--- config.mk ---
export PLATFORM = sky130hd
export DESIGN_NAME = temp_display_scanner
export DESIGN_NICKNAME = d
export VERILOG_FILES = /design/src/rtl/temp_disp_pkg.sv /design/src/rtl/temp_display_scanner_bin2bcd_seq.sv /design/src/rtl/temp_display_scanner.sv
export SDC_FILE = /design/constraint.sdc
export NUM_CORES = 1
export LEC_CHECK = 0
export ABC_AREA = 1
export BUFFER_PORTS_ARGS = -buffer_cell sky130_fd_sc_hd__buf_4
export CAP_MARGIN = 0
export CORE_AREA = 2 2 68 83
export CTS_CLUSTER_DIAMETER = 100
export DETAILED_ROUTE_END_ITERATION = 6
export DIE_AREA = 0 0 70 85
export GPL_TIMING_DRIVEN = 0
export PLACE_DENSITY = 0.65
export SLEW_MARGIN = 20
export SYNTH_ARGS = -nofsm -noshare
export SYNTH_HDL_FRONTEND = slang
export SYNTH_SLANG_ARGS = --single-unit
--- constraint.sdc ---
create_clock -name clk -period 1.85 [get_ports clk]
set_clock_uncertainty 0.2 [all_clocks]
set_input_delay 0.0925 -clock clk [delete_from_list [all_inputs] [get_ports clk]]
set_output_delay 0.0925 -clock clk [all_outputs]
set_load 0.02 [all_outputs]
--- src/rtl/temp_disp_pkg.sv ---
// Shared types and sizing helpers for the temperature display path.
package temp_disp_pkg;

  // Converter sequencing states
  typedef enum logic [1:0] {
    IDLE,
    CONVERT,
    COMMIT
  } conv_state_e;

  localparam int BCD_W = 4;

  // Number of decimal digits needed to hold the largest unsigned value of a given width
  function automatic int bcdDigits(input int dataW);
    longint maxVal;
    int     digits;
    maxVal = (longint'(1) << dataW) - 1;
    digits = 1;
    while (maxVal >= 10) begin
      maxVal = maxVal / 10;
      digits++;
    end
    return digits;
  endfunction

  // Accumulator width in bits: wide enough for the whole conversion result, and never
  // narrower than the display so the display slice is always available
  function automatic int accWidth(input int dataW, input int numDigits);
    int digits;
    digits = bcdDigits(dataW);
    if (numDigits > digits) begin
      digits = numDigits;
    end
    return digits * BCD_W;
  endfunction

endpackage

--- src/rtl/temp_display_scanner_bin2bcd_seq.sv ---
// Sequential binary-to-BCD converter (shift-add-3), one input bit per clock.
// Accepts a sample in IDLE, converts for DATA_W cycles, then presents the
// clamped display digits and the overflow flag for one COMMIT cycle.
module bin2bcd_seq
  import temp_disp_pkg::*;
#(
  parameter int DATA_W     = 8,
  parameter int NUM_DIGITS = 3
) (
  input  logic                          clk,
  input  logic                          rst_n,
  input  logic                          start_i,
  input  logic [DATA_W-1:0]             bin_i,
  output logic                          ready_o,
  output logic                          done_o,
  output logic [NUM_DIGITS*BCD_W-1:0]   bcd_o,
  output logic                          ovf_o
);

  localparam int ACC_W      = accWidth(DATA_W, NUM_DIGITS);
  localparam int ACC_DIGITS = ACC_W / BCD_W;
  localparam int DISP_W     = NUM_DIGITS * BCD_W;
  localparam int CNT_W      = (DATA_W > 1) ? $clog2(DATA_W) : 1;

  conv_state_e        state_q, state_d;
  logic [DATA_W-1:0]  binShift_q, binShift_d;
  logic [ACC_W-1:0]   acc_q, acc_d;
  logic [ACC_W-1:0]   accAdj;
  logic [CNT_W-1:0]   bitCnt_q, bitCnt_d;
  logic               accOvf;

  // Add-3 correction: every nibble of 5 or more would exceed 9 after the doubling shift
  always_comb begin
    accAdj = acc_q;
    for (int i = 0; i < ACC_DIGITS; i++) begin
      if (acc_q[i*BCD_W +: BCD_W] >= 4'd5) begin
        accAdj[i*BCD_W +: BCD_W] = acc_q[i*BCD_W +: BCD_W] + 4'd3;
      end
    end
  end

  // Next-state and handshake logic for the IDLE/CONVERT/COMMIT sequence
  always_comb begin
    state_d    = state_q;
    binShift_d = binShift_q;
    acc_d      = acc_q;
    bitCnt_d   = bitCnt_q;
    ready_o    = 1'b0;
    done_o     = 1'b0;
    case (state_q)
      IDLE: begin
        ready_o = 1'b1;
        if (start_i) begin
          binShift_d = bin_i;
          acc_d      = '0;
          bitCnt_d   = '0;
          state_d    = CONVERT;
        end
      end
      CONVERT: begin
        acc_d      = {accAdj[ACC_W-2:0], binShift_q[DATA_W-1]};
        binShift_d = binShift_q << 1;
        bitCnt_d   = bitCnt_q + 1'b1;
        if (bitCnt_q == CNT_W'(DATA_W - 1)) begin
          state_d = COMMIT;
        end
      end
      COMMIT: begin
        done_o  = 1'b1;
        state_d = IDLE;
      end
      default: begin
        state_d = IDLE;
      end
    endcase
  end

  // State and datapath registers; reset abandons any conversion in flight
  always_ff @(posedge clk) begin
    if (!rst_n) begin
      state_q    <= IDLE;
      binShift_q <= '0;
      acc_q      <= '0;
      bitCnt_q   <= '0;
    end else begin
      state_q    <= state_d;
      binShift_q <= binShift_d;
      acc_q      <= acc_d;
      bitCnt_q   <= bitCnt_d;
    end
  end

  // Any nonzero nibble above the displayed ones means the value does not fit
  if (ACC_W > DISP_W) begin : gOvf
    assign accOvf = |acc_q[ACC_W-1:DISP_W];
  end else begin : gNoOvf
    assign accOvf = 1'b0;
  end

  assign ovf_o = accOvf;
  assign bcd_o = accOvf ? {NUM_DIGITS{4'd9}} : acc_q[DISP_W-1:0];

endmodule

--- src/rtl/temp_display_scanner.sv ---
// Temperature display front end: accepts a binary reading, converts it to BCD
// in the background and time-multiplexes the digits onto a shared BCD bus
// with an active-low digit select, optionally blanking leading zeros.
module temp_display_scanner
  import temp_disp_pkg::*;
#(
  parameter int DATA_W        = 8,
  parameter int NUM_DIGITS    = 3,
  parameter int REFRESH_DIV   = 1000,
  parameter int BLANK_LEADING = 1
) (
  input  logic                  clk,
  input  logic                  rst_n,
  input  logic [DATA_W-1:0]     temp_bin,
  input  logic                  temp_valid,
  output logic                  temp_ready,
  output logic                  A,
  output logic                  B,
  output logic                  C,
  output logic                  D,
  output logic [NUM_DIGITS-1:0] cs_n,
  output logic                  ovf
);

  localparam int DISP_W = NUM_DIGITS * BCD_W;
  localparam int PRE_W  = (REFRESH_DIV > 1) ? $clog2(REFRESH_DIV) : 1;
  localparam int SEL_W  = (NUM_DIGITS > 1) ? $clog2(NUM_DIGITS) : 1;

  logic                  convReady;
  logic                  convDone;
  logic [DISP_W-1:0]     convBcd;
  logic                  convOvf;

  logic [DISP_W-1:0]     display_q, display_d;
  logic                  ovf_q, ovf_d;
  logic [PRE_W-1:0]      prescaler_q, prescaler_d;
  logic [SEL_W-1:0]      digitSel_q, digitSel_d;
  logic                  prescalerWrap;
  logic [NUM_DIGITS-1:0] blankMask;
  logic                  higherZero;
  logic [BCD_W-1:0]      bcdOut_q, bcdOut_d;
  logic [NUM_DIGITS-1:0] csN_q, csN_d;

  bin2bcd_seq #(
    .DATA_W     (DATA_W),
    .NUM_DIGITS (NUM_DIGITS)
  ) u_conv (
    .clk     (clk),
    .rst_n   (rst_n),
    .start_i (temp_valid),
    .bin_i   (temp_bin),
    .ready_o (convReady),
    .done_o  (convDone),
    .bcd_o   (convBcd),
    .ovf_o   (convOvf)
  );

  // The display keeps its old value until the converter finishes a whole sample
  always_comb begin
    display_d = display_q;
    ovf_d     = ovf_q;
    if (convDone) begin
      display_d = convBcd;
      ovf_d     = convOvf;
    end
  end

  // Prescaler sets the slot length; digit select advances once per slot
  always_comb begin
    prescalerWrap = (prescaler_q == PRE_W'(REFRESH_DIV - 1));
    prescaler_d   = prescalerWrap ? '0 : prescaler_q + 1'b1;
    digitSel_d    = digitSel_q;
    if (prescalerWrap) begin
      digitSel_d = (digitSel_q == SEL_W'(NUM_DIGITS - 1)) ? '0 : digitSel_q + 1'b1;
    end
  end

  // A digit is blank when it and every more significant digit are zero; units never blank
  always_comb begin
    higherZero = 1'b1;
    blankMask  = '0;
    for (int k = NUM_DIGITS - 1; k >= 0; k--) begin
      higherZero   = higherZero & (display_q[k*BCD_W +: BCD_W] == 4'd0);
      blankMask[k] = (BLANK_LEADING != 0) && (k != 0) && higherZero;
    end
  end

  // Next bus value and select pattern for the digit currently being scanned
  always_comb begin
    bcdOut_d = display_q[int'(digitSel_q)*BCD_W +: BCD_W];
    csN_d    = '1;
    if (!blankMask[digitSel_q]) begin
      csN_d[digitSel_q] = 1'b0;
    end
  end

  // All display-side state, reset to a dark, zeroed display
  always_ff @(posedge clk) begin
    if (!rst_n) begin
      display_q   <= '0;
      ovf_q       <= 1'b0;
      prescaler_q <= '0;
      digitSel_q  <= '0;
      bcdOut_q    <= '0;
      csN_q       <= '1;
    end else begin
      display_q   <= display_d;
      ovf_q       <= ovf_d;
      prescaler_q <= prescaler_d;
      digitSel_q  <= digitSel_d;
      bcdOut_q    <= bcdOut_d;
      csN_q       <= csN_d;
    end
  end

  assign temp_ready   = convReady;
  assign {A, B, C, D} = bcdOut_q;
  assign cs_n         = csN_q;
  assign ovf          = ovf_q;

endmodule

==> impl_metrics.ini <==
[power_and_ir_drop]
powerDensity_nw_per_um2 = 762
ir_drop_mv = 0.449
internal-power_uw = 1720
p_seq_frac = 0.556
swShare = 0.235
netSwitchingPower_uw = 529
p_leak_uw = 0.00128
p_clk_frac = 0.368
p_comb_frac = 0.075

[finish]
final_core_util = 0.572
nNetsFinal = 386
area_delta_synth_final_pct = 17.5
fill_cells = 495
multiInputGateArea_um2 = 1180
seq_area_um2 = 1120
antennaDiodeCount = 0
final_area_um2 = 2950
drive_gt1_frac = 0.125

[global_routing]
track_usage = 0.193
grt_pass1_vias = 2209
antenna_found_initial = 0
grt_pass1_wl_um = 9340
grt_max_degree = 19
overflow = 0

[logic_synthesis]
synth_sequential_area_ratio = 0.447
async_flop_share = 0
yosysUniqueCellTypes = 32
post_synth.cell_area_avg_um2 = 7.60
synth_top_area_cell = dfxtp_1
synth_area_leaders = dfxtp_1, nand2_1, nor2_1
synth_common_cells = nand2_1, dfxtp_1, nor2_1, inv_1, a21oi_1
synth-seq-cells = 56
yosys.cell_count.top_type = nand2_1
synth_edf_count = 0
synth_area_um2 = 2510
synthFlopType = dfxtp_1
synthCells = 330
yosys_warnings = 0
synth_top_area_frac = 0.447
postSynthNetCount = 350

[drt]
ant_nets = 0
vias = 2208
wl_per_cell_um = 12.1
wirelength_um = 5210
via_per_inst = 5.15
drt_iter0_drc = 109
drc = 0
drtPass1Iterations = 4

[cts]
cts_buffer_depth = 2
htree_num_levels = 2
numCtsBuffers = 5
post-cts-setup-buffer-count = 0
tritoncts = built
clkSlewWorstSetupHoldPaths_ns = 0.10
cts.sinks = 56
clockRootBuffer = clkbuf_8
worstSkewPairLatency_ns = 0.32

[sta]
period_share = 0.877
setup_viol_count_final = 0
finalMaxSlewViolations = 0
clock.fmax_mhz = 616
setup_tns_ns = 0
worst_pin_slew_ns = 0.542
relSlewSlack = 0.639
fin_crit_ns = 1.62
hold_violations = 0
grt_setup_unrepaired = no

[floorplanning]
io_pins = 20
dieArea_um2 = 5950
num_rows = 29
die_width_um = 70
start_util = 0.487
die_height_um = 85
core_um2 = 5150

[critical_path]
crit_type = reg2reg
cp_data_arrival_time_ns = 1.67
worstPathMaxFanout = 4
r2r_cells = 4
r2r_end = u_conv.binShift_q[0]$_SDFFE_PN0P_
cp-end-kind = flip-flop
r2r_start = u_conv.state_q[1]$_SDFFE_PN0P_
r2r_slack_ns = 0.23
cp.required_ns = 1.90
critPathLaunchType = flip-flop

[flow_run]
maxCapViolCount = 0

[placement]
place_congestion = 0.809
place_area_um2 = 2720
dpl.hpwl_um = 3750
io_buffers = 18

[min_path]
holdPathEnd = cs_n[1]$_SDFF_PP1_
min-delay-start = digitSel_q[0]$_SDFFE_PN0N_
hold_depth = 1
hold_class = reg2reg

[outcome]
status = finished clean
[through the flow]
stage / power (µW) / cells / setup slack (ns) / hold WS (ns)
floorplan: 1370 / 330 / 0.452 / 0.0600
global route: 2330 / 429 / 0.0451 / 0.274
CTS: 2270 / 429 / 0.217 / 0.253
global placement: 1430 / 410 / 0.293 / 0.177
finish: 2250 / 429 / 0.228 / 0.249
detailed placement: 1430 / 410 / 0.257 / 0.190
[cell families (layout without fill, tap and decap cells)]
family | Yosys count | count (layout) | share of synthesized area
and+or+nand+nor | 147 | 147 | 0.253
AOI/OAI and AO/OA | 67 | 67 | 0.159
xor gates and xnor gates | 3 | 3 | 0.0105
adders and majority gates | 9 | 9 | 0.0449
DFF | 56 | 56 | 0.447
buffers and inverters | 47 | 84 | 0.0838
other | 1 | 1 | 0.00150
[flip-flops by register name (all words and copies together), names as in the netlist]
name	flops
prescaler_q	10
cs_n	3
u_conv.state_q	2
bcdOut_q	4
u_conv.binShift_q	8
u_conv.bitCnt_q	3
display_q	12
u_conv.bcd_o	12
digitSel_q	2
[worst max-delay path: stages (launching register included)]
cell and delay, ns:
dfxtp_1 0.40, nor2_1 0.18, nand3_1 0.08, dlygate4sd3_1 0.57, a21oi_1 0.13
[power by group through the flow]
stage | sequential (µW) | combinational [µW] | clock (µW)
2_1_floorplan | 1280 | 99.2 | 0
3_3_place_gp | 1280 | 148 | 0
3_5_place_dp | 1280 | 151 | 0
4_1_cts | 1250 | 169 | 850
5_1_grt | 1250 | 188 | 893
6_report | 1250 | 169 | 827
[per-layer routing]
metal | vias to the layer above | global-route usage | part of all wire
met2 | 33 | 0.371 | 0.51
met1 | 1008 | 0.204 | 0.44
met3 | 7 | 0.0392 | 0.031
li1 | 1160 | - | -
met5 | - | 0 | 0
met4 | 0 | 0.0769 | 0.017
[layout make-up]
class,instances,share of cell area
sequential,56,0.380
clock buffer,5,0.0234
multi-input combinational,227,0.399
inverter,37,0.0480
tap,62,0.0263
timing repair buffer,29,0.0832
clock inverter,3,0.0161
buffer,10,0.0234
[layout by cell type, fill, tap and decap left out, types with 2 or more instances in the layout]
cell,instances
dlygate4sd3_1,11
nand3_1,22
clkinv_4,2
a22oi_1,3
dfxtp_1,56
clkbuf_8,5
buf_4,20
o211ai_2,3
o22ai_1,7
a21oi_2,3
clkbuf_1,3
buf_6,3
nand2_1,66
o21ai_0,22
xor2_1,2
nand4_1,10
a21oi_1,27
nor3_1,3
inv_2,3
ha_1,9
nor2_1,40
inv_1,33
[worst max-delay path by stage]
stage	from	depth (start not counted)	slack [ns]	end
2_1_floorplan	u_conv.bcd_o[0]$_SDFFE_PN0P_	9	0.45	u_conv.bcd_o[4]$_SDFFE_PN0P_
3_3_place_gp	u_conv.bcd_o[4]$_SDFFE_PN0P_	9	0.29	u_conv.bcd_o[8]$_SDFFE_PN0P_
3_5_place_dp	u_conv.bcd_o[4]$_SDFFE_PN0P_	9	0.26	u_conv.bcd_o[8]$_SDFFE_PN0P_
4_1_cts	u_conv.bcd_o[4]$_SDFFE_PN0P_	9	0.22	u_conv.bcd_o[8]$_SDFFE_PN0P_
5_1_grt	u_conv.bcd_o[0]$_SDFFE_PN0P_	9	0.05	u_conv.bcd_o[4]$_SDFFE_PN0P_
6_report	u_conv.state_q[1]$_SDFFE_PN0P_	4	0.23	u_conv.binShift_q[0]$_SDFFE_PN0P_
[repair_timing]
action,CTS,global route
hold endpoints to repair,22,0
resized for setup,0,0
hold buffers,11,0
Note: power is estimated with default switching activity, not from simulation.
